### src/rtl/serial_pkg.sv
// serial_pkg: shared definitions for the bit-serial adder link transmitter.
//   tx_state_t : transmitter FSM states (IDLE, SHIFT, PAD)
//   DEF_W      : default operand width
//   DEF_PAD    : default number of trailing zero bits
//   frame_len  : total bit cycles in one frame (data + pad)
package serial_pkg;

  typedef enum logic [1:0] {
    IDLE,
    SHIFT,
    PAD
  } tx_state_t;

  localparam int unsigned DEF_W   = 4;
  localparam int unsigned DEF_PAD = 2;

  function automatic int unsigned frame_len(input int unsigned w, input int unsigned pad);
    return w + pad;
  endfunction

endpackage

### src/rtl/piso_shreg.sv
// piso_shreg: W-bit parallel-in / serial-out register, LSB first.
// Right shift with zero fill, so once the data bits are out the serial
// output reads 0.
// Ports:
//   clk   : clock, rising edge
//   rst   : asynchronous active-low reset (clears the register)
//   load  : parallel load of din (has priority over shift)
//   shift : shift right one place, zero into the MSB
//   din   : parallel data
//   sout  : current LSB (registered)
module piso_shreg #(
  parameter int unsigned W = 4
) (
  input  logic         clk,
  input  logic         rst,
  input  logic         load,
  input  logic         shift,
  input  logic [W-1:0] din,
  output logic         sout
);

  logic [W-1:0] q;

  always_ff @(posedge clk or negedge rst) begin
    if (!rst) begin
      q <= '0;
    end else if (load) begin
      q <= din;
    end else if (shift) begin
      q <= q >> 1;
    end
  end

  always_comb sout = q[0];

endmodule

### src/rtl/serial_operand_tx.sv
// serial_operand_tx: transmit side of the bit-serial adder link.
// Accepts an operand pair on a valid/ready handshake and sends both operands
// LSB first on a/b, one bit per clock, followed by PAD zero bits so the
// receiving serial adder can drain and capture its final carry.
// Optional feature macro: SERIAL_TX_SUB_EN (adds sub input / cin output;
// with sub=1 the B bits go out inverted and cin=1 on bit 0, giving A-B).
// Ports:
//   clk      : clock, rising edge
//   rst      : asynchronous active-low reset
//   in_valid : operand pair offered
//   in_ready : pair can be accepted this cycle (idle, or last frame cycle)
//   in_a     : operand A, sampled on handshake
//   in_b     : operand B, sampled on handshake
//   sub      : (SERIAL_TX_SUB_EN) subtract request, sampled on handshake
//   cin      : (SERIAL_TX_SUB_EN) carry-in strobe on bit 0 of a subtract
//   a, b     : serial operand bits, LSB first, 0 during pad
//   frame    : high on every bit cycle of a frame
//   first    : high on bit 0 only
//   last     : high on the final cycle of the frame
//   busy     : frame in progress (same as frame)
module serial_operand_tx #(
  parameter int unsigned W   = serial_pkg::DEF_W,
  parameter int unsigned PAD = serial_pkg::DEF_PAD
) (
  input  logic         clk,
  input  logic         rst,
  input  logic         in_valid,
  output logic         in_ready,
  input  logic [W-1:0] in_a,
  input  logic [W-1:0] in_b,
`ifdef SERIAL_TX_SUB_EN
  input  logic         sub,
  output logic         cin,
`endif
  output logic         a,
  output logic         b,
  output logic         frame,
  output logic         first,
  output logic         last,
  output logic         busy
);

  import serial_pkg::*;

  localparam int unsigned FLEN = frame_len(W, PAD);
  localparam int unsigned CW   = (FLEN > 1) ? $clog2(FLEN) : 1;
  localparam logic [CW-1:0] LAST_BIT = CW'(W - 1);
  localparam logic [CW-1:0] LAST_CNT = CW'(FLEN - 1);

  tx_state_t     state, state_n;
  logic [CW-1:0] cnt, cnt_n;
  logic          hs;
  logic [W-1:0]  b_load;

  always_comb in_ready = rst & ((state == IDLE) | last);
  always_comb hs = in_valid & in_ready;
  always_comb busy = frame;

`ifdef SERIAL_TX_SUB_EN
  always_comb b_load = sub ? ~in_b : in_b;
`else
  always_comb b_load = in_b;
`endif

  // cnt is the index of the bit cycle currently on the outputs; 'last' is
  // the registered end-of-frame flag, so no PAD state is entered when PAD=0.
  always_comb begin
    state_n = state;
    cnt_n   = cnt;
    case (state)
      IDLE: begin
        if (hs) begin
          state_n = SHIFT;
          cnt_n   = '0;
        end
      end
      default: begin
        if (last) begin
          state_n = hs ? SHIFT : IDLE;
          cnt_n   = '0;
        end else begin
          cnt_n = cnt + CW'(1);
          if (state == SHIFT && cnt == LAST_BIT) begin
            state_n = serial_pkg::PAD;
          end
        end
      end
    endcase
  end

  always_ff @(posedge clk or negedge rst) begin
    if (!rst) begin
      state <= IDLE;
      cnt   <= '0;
      frame <= 1'b0;
      first <= 1'b0;
      last  <= 1'b0;
    end else begin
      state <= state_n;
      cnt   <= cnt_n;
      frame <= (state_n != IDLE);
      first <= hs;
      last  <= (state_n != IDLE) && (cnt_n == LAST_CNT);
    end
  end

`ifdef SERIAL_TX_SUB_EN
  always_ff @(posedge clk or negedge rst) begin
    if (!rst) begin
      cin <= 1'b0;
    end else begin
      cin <= hs & sub;
    end
  end
`endif

  // Both registers shift on every frame cycle; the zero fill provides the pad.
  piso_shreg #(.W(W)) u_sh_a (
    .clk   (clk),
    .rst   (rst),
    .load  (hs),
    .shift (frame),
    .din   (in_a),
    .sout  (a)
  );

  piso_shreg #(.W(W)) u_sh_b (
    .clk   (clk),
    .rst   (rst),
    .load  (hs),
    .shift (frame),
    .din   (b_load),
    .sout  (b)
  );

endmodule
### config.mk
export PLATFORM = sky130hd
export DESIGN_NAME = serial_operand_tx
export DESIGN_NICKNAME = d
export VERILOG_FILES = /design/src/rtl/serial_pkg.sv /design/src/rtl/piso_shreg.sv /design/src/rtl/serial_operand_tx.sv
export SDC_FILE = /design/constraint.sdc
export NUM_CORES = 1
export LEC_CHECK = 0
export CAP_MARGIN = 15
export CORE_MARGIN = 1
export CORE_UTILIZATION = 47
export CTS_CLUSTER_DIAMETER = 80
export DETAILED_ROUTE_END_ITERATION = 7
export HOLD_SLACK_MARGIN = 0.12
export PLACE_DENSITY = 0.75
export SLEW_MARGIN = 30
export SYNTH_ARGS = -nofsm -noshare
export SYNTH_HDL_FRONTEND = slang
export SYNTH_SLANG_ARGS = --single-unit
### constraint.sdc
create_clock -name clk -period 1.6 [get_ports clk]
set_clock_uncertainty 0.05 [all_clocks]
set_input_delay 0.24 -clock clk [delete_from_list [all_inputs] [get_ports clk]]
set_output_delay 0.24 -clock clk [all_outputs]
set_load 0.03 [all_outputs]
Word-level counts from Yosys, hierarchy flattened

Index checks and enable logic that the tools add are counted.

Register bits after elaboration: 16
Bits of input ports: 11

Add/subtract/negate cells: 1
Equality and inequality tests: 3
Mux-type cells: 12
Bitwise operators: 3
Reductions and logical operators: 5

Operators by type and width:

| kind                                                                   | number |
|---|---|
| 4-bit 2-to-1 mux                                                       | 4 |
| 3-bit 2-to-1 mux                                                       | 3 |
| 2-bit 2-to-1 mux                                                       | 4 |
| 2-bit nonzero test                                                     | 2 |
| 3-bit by 1-bit adder with 3-bit output (second input constant)         | 1 |
| 3-bit by 2-bit equality test with 1-bit output (second input constant) | 1 |
| 3-bit equality test (second input constant)                            | 1 |
| 1-bit bitwise AND                                                      | 2 |
| 2-bit by 1-bit equality test with 1-bit output (second input constant) | 1 |
| 1-bit logical AND                                                      | 2 |
| 2-bit logical NOT                                                      | 1 |
| 1-bit 2-to-1 mux                                                       | 1 |
| 1-bit bitwise OR                                                       | 1 |

Longest topological paths before layout

Word-level depth: 9
Gate-level depth with buffers: 5
Mapped depth without buffers: 5

Modules after synthesis

Synthesis repeated with hierarchy kept, for this count alone.

Cells, all modules: 62
Area total of the unflattened synthesis: 710.7 um^2

By module, submodules not included:

| module            | times used | cells an instance | area an instance (um^2) | seq. area each (um^2) |
|---|---|---|---|---|
| serial_operand_tx | 1          | 30                | 367.9                   | 200.2 |
| piso_shreg        | 2          | 16                | 171.4                   | 100.1 |

Worst setup path after synthesis

No wires, ideal clock.

Path kind: reg2reg
From: register frame (netlist: busy)
To: register u_sh_a.q[0]
Data arrival time: 1,324 ps
Required time: 1,425 ps
Setup slack: 102 ps
Stages on the path, launching flop included: 4
Buffers on the path: 1
Clock period less this slack: 1,498 ps
Cell sequence: dfrtp_1 buf_2 mux2_2 mux2_2

Longest elaborated chain between the ends: 1

Ends and longest elaborated chain:

| item                                | RTL line                 | source |
|---|---|---|
| start: declaration                  | serial_operand_tx.sv:37  | `output logic frame,` |
| start signal: assignment            | serial_operand_tx.sv:101 | `frame <= (state_n != IDLE);` |
| 2-bit nonzero test (no source line) | --                       |  |
| end signal: assignment              | piso_shreg.sv:28         | `q <= din;` |
| end signal: assignment              | piso_shreg.sv:30         | `q <= q >> 1;` |
| end: declaration                    | piso_shreg.sv:22         | `logic [W-1:0] q;` |

Every way passes these cells.
A chain may end at the register's enable or synchronous reset.

Final worst setup path

From: register state[1]
To: output port in_ready

Longest elaborated chain between the ends: 3

Ends and longest elaborated chain:

| item                     | RTL line                | source |
|---|---|---|
| start: declaration       | serial_operand_tx.sv:50 | `tx_state_t state, state_n;` |
| start signal: assignment | serial_operand_tx.sv:99 | `state <= state_n;` |
| 2-bit logical NOT        | serial_operand_tx.sv:55 | `always_comb in_ready = rst & ((state == IDLE) \| last);` |
| 1-bit bitwise OR         | serial_operand_tx.sv:55 |  |
| 1-bit bitwise AND        | serial_operand_tx.sv:55 |  |
| end: declaration         | serial_operand_tx.sv:28 | `output logic in_ready,` |

Every way passes these cells.

==> results_tabular.tex <==
\begin{tabular}{lr}
\hline
Metric & Value \\
\hline
\multicolumn{2}{l}{\textbf{Run status}} \\
\quad Result of the run & finished, final reports clean \\
\multicolumn{2}{l}{\textbf{Clock tree}} \\
\quad Maximum level of the CTS H-tree & 1 \\
\quad Clock latency of the later-clocked register in the worst-skew pair & 0.27 ns \\
\quad Reg clk slew, reported paths & 0.09 ns \\
\quad Maximum number of buffers from clock root to sink & 2 \\
\quad Number of buffers created by CTS & 3 \\
\quad Post-CTS Hold Fix Bufs & 0 \\
\quad Root Driver & sky130\_fd\_sc\_hd\_\_clkbuf\_4 \\
\quad TritonCTS clock tree & built \\
\quad Number of sinks driven by the clock tree & 16 \\
\multicolumn{2}{l}{\textbf{STA}} \\
\quad Max Freq & 647 MHz \\
\quad Fraction of the cycle the final worst path needs & 96.6\% \\
\quad Transition at the pin with the smallest max-transition slack & 0.315 ns \\
\quad Final critical delay including setup and external delays & 1.55 ns \\
\quad Final-report max-slew violation count & 0 \\
\quad Final setup violation count & 0 \\
\quad Worst hold slack after final layout & 0.142 ns \\
\quad Post-Route Setup TNS & 0 ns \\
\quad Final number of hold-violating endpoints & 0 \\
\quad Max\_slew headroom & 78.9\% \\
\quad Worst Slack Setup Final & 0.0547 ns \\
\multicolumn{2}{l}{\textbf{Floorplan}} \\
\quad Number of core rows & 14 \\
\quad Core Footprint & 1520 um\^{}2 \\
\quad Initial standard-cell utilization of the core & 50.4\% \\
\quad Die Width & 42.4 um \\
\quad Die boundary height & 42.4 um \\
\quad Top-Level Pins & 18 \\
\quad DIE AREA & 1800 um\^{}2 \\
\multicolumn{2}{l}{\textbf{Final layout}} \\
\quad Most common cell after layout, fill and taps aside & sky130\_fd\_sc\_hd\_\_dfrtp\_1 \\
\quad \# nets final & 98 \\
\quad Commonest non-fill, non-tap cells in the layout & sky130\_fd\_sc\_hd\_\_dfrtp\_1, sky130\_fd\_sc\_hd\_\_clkdlybuf4s50\_1, sky130\_fd\_sc\_hd\_\_buf\_4 \\
\quad Count of inserted antenna diode cells & 0 \\
\quad Sequential Area & 400 um\^{}2 \\
\quad Growth of design area from synthesis to finish & 33.1\% \\
\quad Final instance count without filler cells & 99 \\
\quad Area of the multi-input gates & 333 um\^{}2 \\
\quad Fraction of layout instances using a drive strength above 1 & 34.9\% \\
\quad FILL cells & 131 \\
\quad Post-Route Utilization & 67.1\% \\
\quad Finished Cell Area & 1020 um\^{}2 \\
\multicolumn{2}{l}{\textbf{Pwr}} \\
\quad Power per Cell Area & 1860 nW/um\^{}2 \\
\quad Leakage power of the design & 0.551 nW \\
\quad Overall power after layout & 1.91 mW \\
\quad Peak supply drop & 979 uV \\
\multicolumn{2}{l}{\textbf{Setup path}} \\
\quad Required time of the critical path & 1.31 ns \\
\quad Worst flop-to-flop path startpoint & state[1]\$\_DFF\_PN0\_ \\
\quad Cell chain of the critical path & o21bai\_4 -> and2\_2 -> buf\_6 \\
\quad Type of the worst setup path & reg -> out \\
\quad Maximum fanout along the worst path & 6 \\
\quad Arrival time reported for the critical path endpoint & 1.26 ns \\
\quad Slowest cell on the critical path & sky130\_fd\_sc\_hd\_\_dfrtp\_1 \\
\quad FF-to-FF path depth & 5 \\
\quad Stage delay of the slowest cell on the critical path & 0.44 ns \\
\quad Crit path capture type & output pin \\
\quad Reg-to-reg critical path endpoint & u\_sh\_b.q[2]\$\_DFFE\_PN0P\_ \\
\quad Startpoint types & flip-flop \\
\quad Register-to-register setup slack & 0.06 ns \\
\multicolumn{2}{l}{\textbf{Flow run}} \\
\quad Total of max-cap violations & 0 \\
\multicolumn{2}{l}{\textbf{GRT}} \\
\quad Vias in the first global route & 540 \\
\quad Overall track demand over capacity in global routing & 17.3\% \\
\quad Global route total overflow & 0 \\
\quad Largest net degree at the start of global routing & 9 \\
\quad Antenna violations before repair & 0 \\
\quad Wire length of the first global-routing pass & 2280 um \\
\multicolumn{2}{l}{\textbf{Min path}} \\
\quad Tightest Hold Check Type & in -> async \\
\multicolumn{2}{l}{\textbf{Routing}} \\
\quad Total number of vias & 510 \\
\quad Detailed-router iteration count before antenna repair & 4 \\
\quad Routed length per placed instance & 13.3 um \\
\quad Wire length reported by the detailed router & 1320 um \\
\quad Number of nets with antenna violations after routing & 0 \\
\quad Final routed DRC violation total & 0 \\
\quad Violation count after the first detailed-routing iteration & 4 \\
\quad Vias/cell & 5.15 \\
\multicolumn{2}{l}{\textbf{Logic synthesis}} \\
\quad Cell Area, Synth & 768 um\^{}2 \\
\quad Main combinational cell family by area after synthesis & multiplexers \\
\quad Syn\_nets & 71 \\
\quad Average cell area after synthesis & 13.2 um\^{}2 \\
\quad Portion of netlist area occupied by mux cells & 23.9\% \\
\quad Synth Area in Compound Gates & 5.37\% \\
\quad Count of cell types in the netlist & 19 \\
\quad Count of yosys warnings during synthesis & 0 \\
\quad Post-Syn Instances & 58 \\
\quad Area share of and/or/nand/nor cells after synthesis & 10.7\% \\
\quad Adder and majority cell fraction of the synthesized area & 3.26\% \\
\quad Xor and xnor fraction of the mapped netlist area & 0\% \\
\quad Sequential fraction of the synthesis area & 52.1\% \\
\quad Post-synthesis sequential element count & 16 \\
\multicolumn{2}{l}{\textbf{Placed design}} \\
\quad Area after detailed placement & 977 um\^{}2 \\
\quad Final weighted congestion in routability-driven placement & 0.724 \\
\quad Port Buffer Count & 17 \\
\quad Placed cell count & 94 \\
\quad Post-DP HPWL & 989 um \\
\quad Pre-CTS setup slack & -0.0421 ns \\
\hline
\end{tabular}
-- cell type report --
class,count,share of cell area [%]
clock buffer,3,2.20
multi-input combinational,36,32.6
sequential,16,39.2
inverter,3,1.10
timing repair buffer,25,23.0
tap,16,1.96
-- critical path: cells and delay by family (launching register included) --
kind                   cells  cell delay (ns)
AOI/OAI and AO/OA          1             0.23
and+or+nand+nor            1             0.19
DFF                        1             0.44
buffers and inverters      1             0.12
-- sequential cells by signal, summed over array words and instances (netlist names) --
register / flops
u_sh_a.q: 4
u_sh_b.q: 4
cnt: 3
state: 2
busy: 1
first: 1
last: 1
-- synth_stat cells --
| library cell | n | area [um^2] |
|---|---|---|
| sky130_fd_sc_hd__buf_6 | 1 | 11.3 |
| sky130_fd_sc_hd__nand3b_1 | 1 | 7.51 |
| sky130_fd_sc_hd__buf_4 | 1 | 7.51 |
| sky130_fd_sc_hd__mux2_4 | 7 | 105 |
| sky130_fd_sc_hd__nor2b_1 | 3 | 18.8 |
| sky130_fd_sc_hd__mux2_2 | 7 | 78.8 |
| sky130_fd_sc_hd__ha_1 | 2 | 25.0 |
| sky130_fd_sc_hd__nand2b_1 | 1 | 6.26 |
| sky130_fd_sc_hd__nor2_1 | 2 | 7.51 |
| sky130_fd_sc_hd__buf_2 | 1 | 5.00 |
| sky130_fd_sc_hd__and2_2 | 1 | 7.51 |
| sky130_fd_sc_hd__dfrtp_1 | 16 | 400 |
| sky130_fd_sc_hd__a211oi_1 | 1 | 7.51 |
| sky130_fd_sc_hd__o21bai_4 | 1 | 18.8 |
| sky130_fd_sc_hd__nand3_2 | 1 | 10.0 |
| sky130_fd_sc_hd__o21ai_0 | 3 | 15.0 |
| sky130_fd_sc_hd__nand2_1 | 5 | 18.8 |
| sky130_fd_sc_hd__nor4_1 | 1 | 6.26 |
| sky130_fd_sc_hd__inv_1 | 3 | 11.3 |
-- cells by family (layout without fill, tap and decap cells) --
| group | count (synthesis) | after routing |
|---|---|---|
| adders and majority gates | 2 | 2 |
| muxes | 14 | 14 |
| and+or+nand+nor | 15 | 15 |
| DFF | 16 | 16 |
| AOI/OAI and AO/OA | 5 | 5 |
| buffers and inverters | 6 | 31 |
-- repair_timing --
action                     in CTS  in global routing
resized for setup               3                  4
setup buffers                   0                  2
hold endpoints to repair        0                  0
pin swaps                       0                  1
setup endpoints to repair       3                  4
-- routing by layer --
metal	track usage, %	share of wire, %	vias up
met5	0	0	-
met1	22.6	46	242
met3	3.88	3.9	2
met2	27.4	49	14
met4	7.50	0.46	0
li1	-	-	252
-- worst max path at each step --
stage                       start                 endpoint  slack (ns)  cells past startpoint
3_5_place_dp                  rst  u_sh_b.q[1]$_DFFE_PN0P_       -0.04                      4
4_1_cts           first$_DFF_PN0_                    first       0.006                      1
6_report       state[1]$_DFF_PN0_                 in_ready        0.05                      3
5_1_grt        state[1]$_DFF_PN0_                 in_ready      -0.006                      3
3_3_place_gp                  rst           last$_DFF_PN0_       -0.02                      5
2_1_floorplan      busy$_DFF_PN0_  u_sh_a.q[0]$_DFFE_PN0P_        0.10                      3
-- report_power, final --
part	total, mW	switching, mW	internal (mW)	leakage [nW]
Sequential	0.678	0.108	0.570	0.207
Combinational	1.03	0.472	0.554	0.330
Clock	0.202	0.115	0.0871	0.0138
Note: power is estimated with default switching activity, not from simulation.
